## src/rtl/temp_pkg.sv

```systemverilog
// Constants and types shared by the temperature conditioning stage and the
// downstream state machine, so the in-range thresholds stay identical.
package temp_pkg;

    localparam int unsigned W_ADC  = 12;
    localparam int unsigned W_TEMP = 11;
    localparam int unsigned W_SUM  = 13;
    localparam int unsigned W_CNT  = 3;

    localparam logic signed [W_TEMP-1:0] TEMP_BAJO = 11'sd180;
    localparam logic signed [W_TEMP-1:0] TEMP_ALTO = 11'sd259;
    localparam logic [W_CNT-1:0]         CNT_MAX   = 3'd7;

    typedef enum logic [1:0] {ESPERA, ACTIVO, FALLA} estado_acond_t;

    // Clamp a converted 13-bit code to the signed 11-bit temperature range.
    function automatic logic [W_TEMP-1:0] saturar(input logic signed [W_SUM-1:0] x);
        if (x > 13'sd1023) begin
            return 11'h3FF;
        end else if (x < -13'sd1024) begin
            return 11'h400;
        end else begin
            return x[W_TEMP-1:0];
        end
    endfunction

endpackage

```

## src/rtl/promedio_movil.sv

```systemverilog
// 4-tap moving average with running sum; prefill loads every tap with the
// incoming sample so the first average equals that sample.
module promedio_movil
    import temp_pkg::*;
(
    input  logic              clk,
    input  logic              rst,
    input  logic              valid,
    input  logic              prefill,
    input  logic [W_TEMP-1:0] dato,
    output logic [W_TEMP-1:0] promedio_c
);

    logic [3:0][W_TEMP-1:0] taps;
    logic signed [W_SUM-1:0] suma;
    logic signed [W_SUM-1:0] suma_sig;
    logic signed [W_SUM-1:0] dato_ext;
    logic signed [W_SUM-1:0] viejo_ext;

    always_comb begin
        dato_ext  = $signed({{(W_SUM-W_TEMP){dato[W_TEMP-1]}}, dato});
        viejo_ext = $signed({{(W_SUM-W_TEMP){taps[3][W_TEMP-1]}}, taps[3]});
        if (prefill) begin
            suma_sig = $signed({dato_ext[W_SUM-3:0], 2'b00});
        end else begin
            suma_sig = suma + dato_ext - viejo_ext;
        end
    end

    // Dropping the two LSBs of the signed sum is the arithmetic shift by 2.
    assign promedio_c = suma_sig[W_SUM-1:2];

    always_ff @(posedge clk) begin
        if (rst) begin
            taps <= '0;
            suma <= '0;
        end else if (valid) begin
            suma <= suma_sig;
            if (prefill) begin
                taps <= {4{dato}};
            end else begin
                taps <= {taps[2:0], dato};
            end
        end
    end

endmodule

```

## src/rtl/acondiciona_temp.sv

```systemverilog
// Converts raw ADC codes to saturated 0.1 C temperature, filters them, tracks
// out-of-range persistence and flags a sensor that stops sending samples.
module acondiciona_temp
    import temp_pkg::*;
#(
    parameter int unsigned OFFSET_ADC     = 1024,
    parameter int          TEMP_RESET     = 220,
    parameter int unsigned TIMEOUT_CICLOS = 1000
) (
    input  logic              clk,
    input  logic              rst,
    input  logic              adc_valid,
    input  logic [W_ADC-1:0]  adc_dato,
    output logic [W_TEMP-1:0] temp_registrado,
    output logic              temp_valido,
    output logic [W_CNT-1:0]  contador_fuera_rango,
    output logic              sensor_falla
);

    localparam int unsigned W_TO = $clog2(TIMEOUT_CICLOS);
    localparam logic [W_TO-1:0] LIM_TO = W_TO'(TIMEOUT_CICLOS - 1);

    estado_acond_t estado, estado_sig;
    logic [W_TO-1:0] cnt_to, cnt_to_sig;

    logic signed [W_SUM-1:0] t_conv_c;
    logic                    s1_valid;
    logic                    s1_prefill;
    logic [W_TEMP-1:0]       s1_dato;

    logic signed [W_TEMP-1:0] promedio_c;
    logic                     lado_alto, lado_alto_sig;
    logic [W_CNT-1:0]         contador_sig;

    assign t_conv_c = $signed({1'b0, adc_dato}) - $signed(W_SUM'(OFFSET_ADC));

    // Sensor supervision: a sample always wins over an expiring timeout.
    always_comb begin
        estado_sig = estado;
        cnt_to_sig = '0;
        case (estado)
            ESPERA: if (adc_valid) estado_sig = ACTIVO;
            ACTIVO: begin
                if (!adc_valid) begin
                    if (cnt_to == LIM_TO) begin
                        estado_sig = FALLA;
                    end else begin
                        cnt_to_sig = cnt_to + 1'b1;
                    end
                end
            end
            FALLA:  if (adc_valid) estado_sig = ACTIVO;
            default: estado_sig = ESPERA;
        endcase
    end

    always_ff @(posedge clk) begin
        if (rst) begin
            estado       <= ESPERA;
            cnt_to       <= '0;
            sensor_falla <= 1'b0;
        end else begin
            estado       <= estado_sig;
            cnt_to       <= cnt_to_sig;
            sensor_falla <= (estado_sig == FALLA);
        end
    end

    // Stage 1: saturated conversion; window prefill whenever not yet active.
    always_ff @(posedge clk) begin
        if (rst) begin
            s1_valid   <= 1'b0;
            s1_prefill <= 1'b0;
            s1_dato    <= '0;
        end else begin
            s1_valid <= adc_valid;
            if (adc_valid) begin
                s1_dato    <= saturar(t_conv_c);
                s1_prefill <= (estado != ACTIVO);
            end
        end
    end

    promedio_movil u_promedio (
        .clk        (clk),
        .rst        (rst),
        .valid      (s1_valid),
        .prefill    (s1_prefill),
        .dato       (s1_dato),
        .promedio_c (promedio_c)
    );

    // Persistence: count restarts whenever the out-of-range side changes.
    always_comb begin
        contador_sig  = '0;
        lado_alto_sig = lado_alto;
        if (promedio_c < TEMP_BAJO) begin
            lado_alto_sig = 1'b0;
            if (contador_fuera_rango != '0 && !lado_alto) begin
                contador_sig = (contador_fuera_rango == CNT_MAX) ? CNT_MAX
                                                                 : contador_fuera_rango + 1'b1;
            end else begin
                contador_sig = 3'd1;
            end
        end else if (promedio_c > TEMP_ALTO) begin
            lado_alto_sig = 1'b1;
            if (contador_fuera_rango != '0 && lado_alto) begin
                contador_sig = (contador_fuera_rango == CNT_MAX) ? CNT_MAX
                                                                 : contador_fuera_rango + 1'b1;
            end else begin
                contador_sig = 3'd1;
            end
        end
    end

    // Stage 2: filtered output and persistence count registered together.
    always_ff @(posedge clk) begin
        if (rst) begin
            temp_registrado      <= W_TEMP'(TEMP_RESET);
            contador_fuera_rango <= '0;
            temp_valido          <= 1'b0;
            lado_alto            <= 1'b0;
        end else begin
            temp_valido <= s1_valid;
            if (s1_valid) begin
                temp_registrado      <= promedio_c;
                contador_fuera_rango <= contador_sig;
                lado_alto            <= lado_alto_sig;
            end
        end
    end

endmodule

```

## config.mk

```make
export PLATFORM = sky130hd
export DESIGN_NAME = acondiciona_temp
export DESIGN_NICKNAME = d
export VERILOG_FILES = /design/src/rtl/temp_pkg.sv /design/src/rtl/promedio_movil.sv /design/src/rtl/acondiciona_temp.sv
export SDC_FILE = /design/constraint.sdc
export NUM_CORES = 1
export LEC_CHECK = 0
export BUFFER_PORTS_ARGS = -buffer_cell sky130_fd_sc_hd__buf_2
export CORE_UTILIZATION = 65
export CTS_BUF_LIST = sky130_fd_sc_hd__clkbuf_16
export CTS_CLUSTER_SIZE = 30
export DETAILED_ROUTE_END_ITERATION = 16
export GPL_ROUTABILITY_DRIVEN = 1
export PLACE_DENSITY = 0.94
export SLEW_MARGIN = 15
export SYNTH_ARGS = -nofsm -noshare
export SYNTH_HDL_FRONTEND = slang
export SYNTH_SLANG_ARGS = --single-unit
```

## constraint.sdc

```tcl
create_clock -name clk -period 5.1 [get_ports clk]
set_clock_uncertainty 0.05 [all_clocks]
set_input_delay 1.02 -clock clk [delete_from_list [all_inputs] [get_ports clk]]
set_output_delay 1.02 -clock clk [all_outputs]
set_load 0.005 [all_outputs]
```

==> results of run 1 <==
-- cell type report --
type                    count  area share
clock buffers               9      0.0417
flip-flops and latches     93       0.345
inverters                  58      0.0403
well taps                  99      0.0229
repair buffers             34      0.0333
multi-input cells         390       0.498
clock inverters             7      0.0183
-- worst max-delay path, delay by kind of cell (launching register included) --
family          cells  cell delay [ns]
buf+inv             2             0.15
flops               1             0.48
fa+ha+maj           2             0.90
compound gates      8             1.96
-- synth_stat cells, types with 3 or more instances --
library cell | number | share of area
nor2_1 | 112 | 0.085
dfxtp_1 | 93 | 0.38
inv_1 | 57 | 0.043
nand2_1 | 34 | 0.026
a211oi_1 | 33 | 0.050
a21oi_1 | 32 | 0.032
mux2i_1 | 24 | 0.049
clkbuf_1 | 20 | 0.015
ha_1 | 19 | 0.048
a311oi_1 | 13 | 0.023
fa_1 | 12 | 0.049
nor3_1 | 12 | 0.012
nand4_1 | 8 | 0.010
xnor2_1 | 8 | 0.014
a21o_1 | 7 | 0.011
buf_1 | 7 | 0.0053
buf_4 | 6 | 0.0091
xor2_1 | 6 | 0.011
nand3_1 | 5 | 0.0051
o21ai_1 | 5 | 0.0051
a211oi_2 | 4 | 0.010
and3_1 | 4 | 0.0051
buf_2 | 4 | 0.0041
o211ai_1 | 4 | 0.0061
a22oi_1 | 3 | 0.0046
a31oi_1 | 3 | 0.0038
o21ai_0 | 3 | 0.0030
or2_2 | 3 | 0.0038
-- routing by layer --
layer / GRT usage / vias to the layer above
met5: 0 / -
met4: 0.101 / 0
met3: 0.0517 / 18
met2: 0.456 / 173
met1: 0.390 / 1963
li1: - / 2019
-- metrics by stage --
| step | setup WS, ns | hold slack, ns |
|---|---|---|
| after CTS | 1.52 | 0.423 |
| after floorplan | 1.82 | 0.368 |
| final | 1.47 | 0.422 |
| after global placement | 1.65 | 0.378 |
| after global routing | 1.25 | 0.450 |
| after detailed placement | 1.54 | 0.398 |
-- logic make-up (layout without fill, tap and decap cells) --
family,count (synthesis),in the layout,synth area share
AO/OA/AOI/OAI,132,132,0.206
XOR/XNOR,15,15,0.0294
adder cells (fa/ha/maj),31,31,0.0968
buffers and inverters,95,108,0.0778
flip-flops,93,93,0.377
multiplexers,25,25,0.0532
AND/OR/NAND/NOR,187,187,0.160
-- worst max path at each step --
| stage | start | endpoint | slack [ns] |
|---|---|---|---|
| floorplan | s1_dato[1]$_SDFFE_PP0P_ | contador_fuera_rango[2]$_SDFFE_PP0P_ | 1.82 |
| global placement | s1_dato[1]$_SDFFE_PP0P_ | contador_fuera_rango[2]$_SDFFE_PP0P_ | 1.65 |
| detailed placement | s1_dato[1]$_SDFFE_PP0P_ | contador_fuera_rango[2]$_SDFFE_PP0P_ | 1.54 |
| CTS | s1_dato[1]$_SDFFE_PP0P_ | contador_fuera_rango[0]$_SDFFE_PP0P_ | 1.52 |
| global route | s1_dato[1]$_SDFFE_PP0P_ | contador_fuera_rango[2]$_SDFFE_PP0P_ | 1.25 |
| finish | s1_dato[4]$_SDFFE_PP0P_ | contador_fuera_rango[0]$_SDFFE_PP0P_ | 1.47 |
-- sequential cells by signal, indices dropped and copies added, names as in the netlist --
signal                cells
sensor_falla              1
contador_fuera_rango      3
s1_prefill                1
cnt_to                   10
estado                    2
lado_alto                 1
s1_dato                  11
temp_valido               1
s1_valid                  1
u_promedio.taps          44
temp_registrado          11
u_promedio.suma           7
-- report_power, final --
group	internal [mW]	switching (mW)	leakage, nW
clock network	0.433	0.289	0.162
registers	0.776	0.0388	0.764
logic	0.281	0.422	1.27
==> results.sh, run 1 <==
export IMPL_outcome="finished, final reports clean"
export IMPL_critPathKind="reg2reg"
export IMPL_fin_crit_ns=3.63
export IMPL_ctsLongestPathBuffers=2
export IMPL_syn_to_final_growth_pct=9.42
export IMPL_drt_pass1_iter_count=5
export IMPL_drv_cap=0
export IMPL_vias_per_cell=6.05
export IMPL_cts_htree_levels=3
export IMPL_min_to="cnt_to[0]$_SDFF_PP0_"
export IMPL_core_area_mm2=0.00729
export IMPL_p_leak_nw=2.20
export IMPL_drcViolationCount=0
export IMPL_post_synth_cell_area_avg_um2=8.55
export IMPL_dr_wl_met3_um=760
export IMPL_rows=31
export IMPL_die_h_um=89.2
export IMPL_fp_dieW_um=89.2
export IMPL_vias=4173
export IMPL_antenna_found_initial=0
export IMPL_place_congestion=0.930
export IMPL_hold_path_cell_count=1
export IMPL_finalWirelength_um=10900
export IMPL_grt_pass1_wl_um=17200
export IMPL_die_area_mm2=0.00795
export IMPL_r2r_start="s1_dato[4]$_SDFFE_PP0P_"
export IMPL_grt_overflow_total=0
export IMPL_hp_class="reg2reg"
export IMPL_clock_fmax_ghz=0.276
export IMPL_fin_setup_tns_ns=0
export IMPL_num_io_pins=31
export IMPL_worstMarginPinSlew_ns=1.05
export IMPL_crit_path_max_incr_delay_ns=0.53
export IMPL_ys_warn_count=0
export IMPL_final_common_cell="nor2_1"
export IMPL_synth_nets=624
export IMPL_top_layer="met4"
export IMPL_start_util=0.677
export IMPL_worst_ep_required_time_ns=5.32
export IMPL_final_area_mm2=0.00541
export IMPL_async_reset_ff_frac=0
export IMPL_synthCells=578
export IMPL_cts_resized=0
export IMPL_crit_path_cell_trace="inv_1, fa_1, inv_1, ha_1, a21o_1, a221oi_1, o21ai_1, a211oi_2, a31oi_1, a21oi_1, o22ai_1, o21ai_1"
export IMPL_period_share=0.711
export IMPL_setup_worst_path_start_class="flop"
export IMPL_cp_max_fo=7
export IMPL_rsz0062_at_grt="no"
export IMPL_cts_tree="yes"
export IMPL_min_delay_start="cnt_to[0]$_SDFF_PP0_"
export IMPL_hold_buffers=0
export IMPL_ys_flop_type="dfxtp_1"
export IMPL_reg2reg_depth=12
export IMPL_yosysUniqueCellTypes=58
export IMPL_grt_max_degree=103
export IMPL_hpwl_um=7190
export IMPL_slowest_stage="fa_1"
export IMPL_end_kind="flop"
export IMPL_power_density_mw_per_mm2=414
export IMPL_final_cells=690
export IMPL_nFillCells=497
export IMPL_multi_input_area_mm2=0.00269
export IMPL_root_buffer="clkbuf_16"
export IMPL_synth_seq_area_share=0.377
export IMPL_seq_area_mm2=0.00187
export IMPL_final_cell_mix="nor2_1 (112), dfxtp_1 (92), inv_1 (58)"
export IMPL_clk_pin_slew_ns=0.07
export IMPL_drtIter0Drc=380
export IMPL_ir_drop_mv=0.257
export IMPL_antenna_cells=0
export IMPL_r2r_slack_ns=1.47
export IMPL_route_met2_wl_um=5220
export IMPL_cts_buffers=9
export IMPL_reg2reg_to="contador_fuera_rango[0]$_SDFFE_PP0P_"
export IMPL_final_hold_viol_count=0
export IMPL_max_slew_margin=0.302
export IMPL_netlist_area_mm2=0.00494
export IMPL_synth_edf_count=0
export IMPL_post_dp_cell_area_mm2=0.00508
export IMPL_setup_violations=0
export IMPL_numPortBuffers=30
export IMPL_wl_per_cell_um=15.8
export IMPL_power_mw=2.24
export IMPL_met1_length_um=4780
export IMPL_worst_ep_arrival_time_ns=3.84
export IMPL_drive_gt1_frac=0.115
export IMPL_ant_nets=0
export IMPL_clk_latency_ns=0.35
export IMPL_cts_sinks=93
export IMPL_grt_pass1_vias=3642
export IMPL_final_nets=632
export IMPL_fin_util=0.741
export IMPL_placed_cells=674
export IMPL_post_cts_buffers=0
export IMPL_grt_usage=0.285
export IMPL_slew_violations=0
export IMPL_yosys_register_bits=93
No activity file was read; power rests on OpenSTA's default activity.
==> run 2: changes to the inputs <==
--- a/config.mk
+++ b/config.mk
@@ -6,12 +6,12 @@
 export NUM_CORES = 1
 export LEC_CHECK = 0
 export BUFFER_PORTS_ARGS = -buffer_cell sky130_fd_sc_hd__buf_2
-export CORE_UTILIZATION = 65
+export CORE_UTILIZATION = 61
 export CTS_BUF_LIST = sky130_fd_sc_hd__clkbuf_16
 export CTS_CLUSTER_SIZE = 30
 export DETAILED_ROUTE_END_ITERATION = 16
 export GPL_ROUTABILITY_DRIVEN = 1
-export PLACE_DENSITY = 0.94
+export PLACE_DENSITY = 0.89
 export SLEW_MARGIN = 15
 export SYNTH_ARGS = -nofsm -noshare
 export SYNTH_HDL_FRONTEND = slang
==> constraint.sdc (replaced) <==
create_clock -name clk -period 3.75 [get_ports clk]
set_clock_uncertainty 0.05 [all_clocks]
set_input_delay 0.75 -clock clk [delete_from_list [all_inputs] [get_ports clk]]
set_output_delay 0.75 -clock clk [all_outputs]
set_load 0.005 [all_outputs]
==> run 2 against run 1 <==
Net effect:
- global-route usage is 0.68 points lower
- clock power is 18% higher
- core utilization is 4.0 points lower
- first-iteration DRC count is 3.9% higher
- critical path type unchanged
==> results.sh, run 2 (same netlist as run 1, synthesis figures left out) <==
export IMPL_crit_end="lado_alto$_SDFFE_PP0P_"
export IMPL_final_common_cell="nor2_1"
export IMPL_ant_nets=0
export IMPL_setup_violations=0
export IMPL_antenna_cells=0
export IMPL_grt_usage=0.278
export IMPL_start_util=0.636
export IMPL_drcViolationCount=0
export IMPL_reg2reg_depth=12
export IMPL_final_nets=640
export IMPL_final_hold_viol_count=0
export IMPL_setup_worst_path_start_class="flop"
export IMPL_wl_per_cell_um=15.7
export IMPL_drtIter0Drc=395
export IMPL_drt_pass1_iter_count=6
export IMPL_hold_ws_ns=0.412
export IMPL_drive_gt1_frac=0.137
export IMPL_r2r_start="s1_dato[1]$_SDFFE_PP0P_"
export IMPL_post_dp_cell_area_mm2=0.00513
export IMPL_largest_register="u_promedio.taps"
export IMPL_cts_tree="yes"
export IMPL_cp_max_fo=5
export IMPL_outcome="finished, final reports clean"
export IMPL_fin_setup_tns_ns=0
export IMPL_hp_class="reg2reg"
export IMPL_rows=32
export IMPL_antenna_found_initial=0
export IMPL_rsz0062_at_grt="no"
export IMPL_finalWirelength_um=11000
export IMPL_ir_drop_mv=0.314
export IMPL_core_area_mm2=0.00777
export IMPL_final_cells=701
export IMPL_vias=4198
export IMPL_largestRegisters="u_promedio.taps x44, s1_dato x11, temp_registrado x11"
export IMPL_drv_cap=0
export IMPL_slew_violations=0
export IMPL_vias_per_cell=5.99
export IMPL_num_io_pins=31
export IMPL_clk_pin_slew_ns=0.07
export IMPL_root_buffer="clkbuf_16"
export IMPL_startpoint="s1_dato[1]$_SDFFE_PP0P_"
export IMPL_cts_htree_levels=3
export IMPL_die_h_um=92.0
export IMPL_power_mw=2.98
export IMPL_die_area_mm2=0.00846
export IMPL_ctsLongestPathBuffers=2
export IMPL_hold_buffers=0
export IMPL_p_leak_nw=2.23
export IMPL_worstMarginPinSlew_ns=0.744
export IMPL_fin_util=0.701
export IMPL_final_area_mm2=0.00545
export IMPL_clk_latency_ns=0.34
export IMPL_fin_ws_ns=0.147
export IMPL_final_cell_mix="nor2_1 (112), dfxtp_1 (91), inv_1 (58)"
export IMPL_max_slew_margin=0.502
export IMPL_placed_cells=683
export IMPL_worst_ep_required_time_ns=3.94
export IMPL_cts_sinks=93
export IMPL_place_congestion=0.941
export IMPL_syn_to_final_growth_pct=10.2
export IMPL_dp_slack_ns=0.163
export IMPL_largest_reg_flops=44
export IMPL_worst_ep_arrival_time_ns=3.80
export IMPL_grt_pass1_vias=4029
export IMPL_r2r_slack_ns=0.15
export IMPL_grt_max_degree=59
export IMPL_grt_pass1_wl_um=18700
export IMPL_grt_overflow_total=0
export IMPL_fin_crit_ns=3.60
export IMPL_cts_buffers=9
export IMPL_power_density_mw_per_mm2=547
export IMPL_period_share=0.961
export IMPL_end_kind="flop"
export IMPL_numPortBuffers=30
export IMPL_reg2reg_to="lado_alto$_SDFFE_PP0P_"
export IMPL_hpwl_um=7660
export IMPL_fp_dieW_um=92.0
export IMPL_critPathKind="reg2reg"
export IMPL_clock_fmax_ghz=0.278
[run 2: cell count changes in the layout (fill, tap and decap cells not counted), sizes merged]
cell	previous run	this run
buf	34	42
bufinv	2	0
clkinv	3	5
[run 2: how the worst min path moves through the flow]
stage	start	endpoint	slack (ns)	depth (start not counted)
2_1_floorplan	cnt_to[0]$_SDFF_PP0_	cnt_to[0]$_SDFF_PP0_	0.37	1
3_3_place_gp	cnt_to[0]$_SDFF_PP0_	cnt_to[0]$_SDFF_PP0_	0.38	1
3_5_place_dp	cnt_to[0]$_SDFF_PP0_	cnt_to[0]$_SDFF_PP0_	0.42	1
4_1_cts	cnt_to[0]$_SDFF_PP0_	cnt_to[0]$_SDFF_PP0_	0.43	1
5_1_grt	cnt_to[0]$_SDFF_PP0_	cnt_to[0]$_SDFF_PP0_	0.45	1
6_report	cnt_to[0]$_SDFF_PP0_	cnt_to[0]$_SDFF_PP0_	0.41	1
[run 2: per-layer routing]
layer / routed length (um) / track usage / up-vias
li1: - / - / 2033
met1: 4990 / 0.371 / 2012
met4: 206 / 0.113 / 0
met5: 0 / 0 / -
met3: 511 / 0.0373 / 21
met2: 5270 / 0.456 / 132
[run 2: what timing repair did]
item / CTS / global route
buffers inserted: 0 / 2
endpoints found under the setup margin: 0 / 4
gates resized for setup: 0 / 6
[run 2: area by class of cell]
class	instances	area (um^2)
clock inverters	7	51.3
multi-input cells	390	2720
well taps	102	128
clock buffers	9	225
inverters	58	218
fillers	589	2320
repair buffers	42	240
flip-flops and latches	93	1870
[run 2: worst max-delay path: stages, from the launching register on]
cell      delay (ns)
dfxtp_1         0.38
inv_1           0.09
fa_1            0.53
inv_1           0.07
fa_1            0.50
a21o_1          0.25
a221oi_1        0.44
o211a_1         0.22
a211oi_2        0.06
a31oi_1         0.32
o41a_4          0.26
a21oi_1         0.07
a211oi_1        0.26
[run 2: report_power, final]
part | total, mW | switching, mW | internal [mW]
clock network | 0.851 | 0.397 | 0.454
registers | 1.11 | 0.0544 | 1.06
logic | 1.02 | 0.607 | 0.412
total | 2.98 | 1.06 | 1.92
==> run 3: changes to the inputs <==
--- a/config.mk
+++ b/config.mk
@@ -6,6 +6,8 @@
 export NUM_CORES = 1
 export LEC_CHECK = 0
 export BUFFER_PORTS_ARGS = -buffer_cell sky130_fd_sc_hd__buf_2
+export CAP_MARGIN = 40
+export CORE_MARGIN = 3
 export CORE_UTILIZATION = 61
 export CTS_BUF_LIST = sky130_fd_sc_hd__clkbuf_16
 export CTS_CLUSTER_SIZE = 30
==> run 3 against run 2 <==
Net effect:
- core utilization increased by 0.17 points
- non-clock buffer count is 4 lower
- wire length grew 4.4%
==> results.sh, run 3 (same netlist as run 1, synthesis figures left out) <==
export IMPL_outcome="finished, final reports clean"
export IMPL_multi_input_area_mm2=0.00273
export IMPL_final_area_mm2=0.00549
export IMPL_ir_drop_mv=0.381
export IMPL_root_buffer="clkbuf_16"
export IMPL_hold_buffers=0
export IMPL_finalWirelength_um=11500
export IMPL_wl_per_cell_um=16.4
export IMPL_ctsLongestPathBuffers=2
export IMPL_worst_ep_required_time_ns=3.93
export IMPL_grt_overflow_total=0
export IMPL_numPortBuffers=30
export IMPL_largestRegisters="u_promedio.taps x44, s1_dato x11, temp_registrado x11"
export IMPL_grt_pass1_wl_um=18800
export IMPL_num_io_pins=31
export IMPL_slew_violations=0
export IMPL_setup_worst_path_start_class="flop"
export IMPL_largest_register="u_promedio.taps"
export IMPL_setup_violations=0
export IMPL_place_congestion=0.948
export IMPL_start_util=0.633
export IMPL_p_leak_nw=2.22
export IMPL_vias=4314
export IMPL_grt_pass1_vias=4075
export IMPL_clk_latency_ns=0.35
export IMPL_final_common_cell="nor2_1"
export IMPL_fin_crit_ns=3.65
export IMPL_critPathKind="reg2reg"
export IMPL_antenna_found_initial=0
export IMPL_drt_pass1_iter_count=6
export IMPL_vias_per_cell=6.19
export IMPL_die_area_mm2=0.00921
export IMPL_grt_usage=0.258
export IMPL_period_share=0.975
export IMPL_power_density_mw_per_mm2=565
export IMPL_r2r_slack_ns=0.1
export IMPL_hpwl_um=7480
export IMPL_ant_nets=0
export IMPL_fin_util=0.703
export IMPL_end_kind="flop"
export IMPL_drv_cap=0
export IMPL_cts_htree_levels=3
export IMPL_worst_ep_arrival_time_ns=3.83
export IMPL_nFillCells=562
export IMPL_antenna_cells=0
export IMPL_slowest_stage="fa_1"
export IMPL_largest_reg_flops=44
export IMPL_post_cts_buffers=0
export IMPL_drtIter0Drc=373
export IMPL_cts_buffers=9
export IMPL_cts_sinks=93
export IMPL_hp_class="reg2reg"
export IMPL_seq_area_mm2=0.00187
export IMPL_max_slew_margin=0.481
export IMPL_rows=32
export IMPL_die_h_um=96.0
export IMPL_crit_path_max_incr_delay_ns=0.55
export IMPL_final_nets=636
export IMPL_hold_ws_ns=0.394
export IMPL_clk_pin_slew_ns=0.07
export IMPL_drive_gt1_frac=0.136
export IMPL_drcViolationCount=0
export IMPL_syn_to_final_growth_pct=11.1
export IMPL_worstMarginPinSlew_ns=0.776
export IMPL_crit_path_cell_trace="inv_1, fa_1, inv_1, fa_1, a21o_1, a211oi_2, o31ai_1, a211oi_2, nand4_1, o41a_4, a221oi_2, o22ai_1"
export IMPL_clock_fmax_ghz=0.274
export IMPL_core_area_mm2=0.00781
export IMPL_grt_max_degree=68
export IMPL_cp_max_fo=5
export IMPL_fin_setup_tns_ns=0
export IMPL_post_dp_cell_area_mm2=0.00513
export IMPL_final_cell_mix="nor2_1 (112), dfxtp_1 (91), inv_1 (57)"
export IMPL_final_hold_viol_count=0
export IMPL_cts_tree="yes"
export IMPL_fp_dieW_um=96.0
==> run 3: cell types whose count changed in the layout (fill, tap and decap cells not counted), sizes merged <==
cell      previous run  this run
clkinvlp             0         2
clkinv               5         2
bufinv               0         1
buf                 42        38
==> run 3: critical path: cells and delay by family (launching register included) <==
kind / cells / cell delay [ns]
fa+ha+maj: 2 / 1.08
flops: 1 / 0.38
simple gates: 1 / 0.15
buf+inv: 2 / 0.16
compound gates: 7 / 1.70
==> run 3: what timing repair did <==
| action | CTS | global route |
|---|---|---|
| hold endpoints to repair | 0 | 0 |
| setup endpoints to repair | 0 | 4 |
| resized for setup | 0 | 8 |
==> run 3: path summary, 6_finish.rpt <==
check                                         endpoint  cells after the start                     from
setup / recovery  contador_fuera_rango[2]$_SDFFE_PP0P_                     12  s1_dato[1]$_SDFFE_PP0P_
hold / removal                    cnt_to[0]$_SDFF_PP0_                      1     cnt_to[0]$_SDFF_PP0_
setup reg to reg  contador_fuera_rango[2]$_SDFFE_PP0P_                     12  s1_dato[1]$_SDFFE_PP0P_
hold reg to reg                   cnt_to[0]$_SDFF_PP0_                      1     cnt_to[0]$_SDFF_PP0_
==> run 3: area by class of cell <==
cell class | instances | share of cell area
Multi-Input combinational cell | 390 | 0.497
Sequential cell | 93 | 0.340
Timing Repair Buffer | 38 | 0.0420
Clock buffer | 9 | 0.0410
Inverter | 58 | 0.0397
Tap cell | 102 | 0.0233
Clock inverter | 7 | 0.0164
==> run 3: layer usage <==
metal,vias up,GRT usage,share of wire
met1,2011,0.335,0.42
met4,0,0.104,0.045
met2,214,0.419,0.47
met3,63,0.0547,0.066
met5,-,0,0
li1,2026,-,-
==> run 3: where the power goes <==
part	switching [mW]	leakage [nW]	internal [mW]
registers	0.0498	0.764	1.05
logic	0.642	1.31	0.401
clock network	0.421	0.147	0.532
==> run 3: metrics by stage <==
stage,total power [mW],cells,setup slack (ns)
global route,3.24,697,-0.0954
floorplan,1.87,578,0.471
CTS,3.03,697,0.0895
detailed placement,2.07,681,0.138
global placement,2.01,680,0.305
finish,3.10,697,0.0950
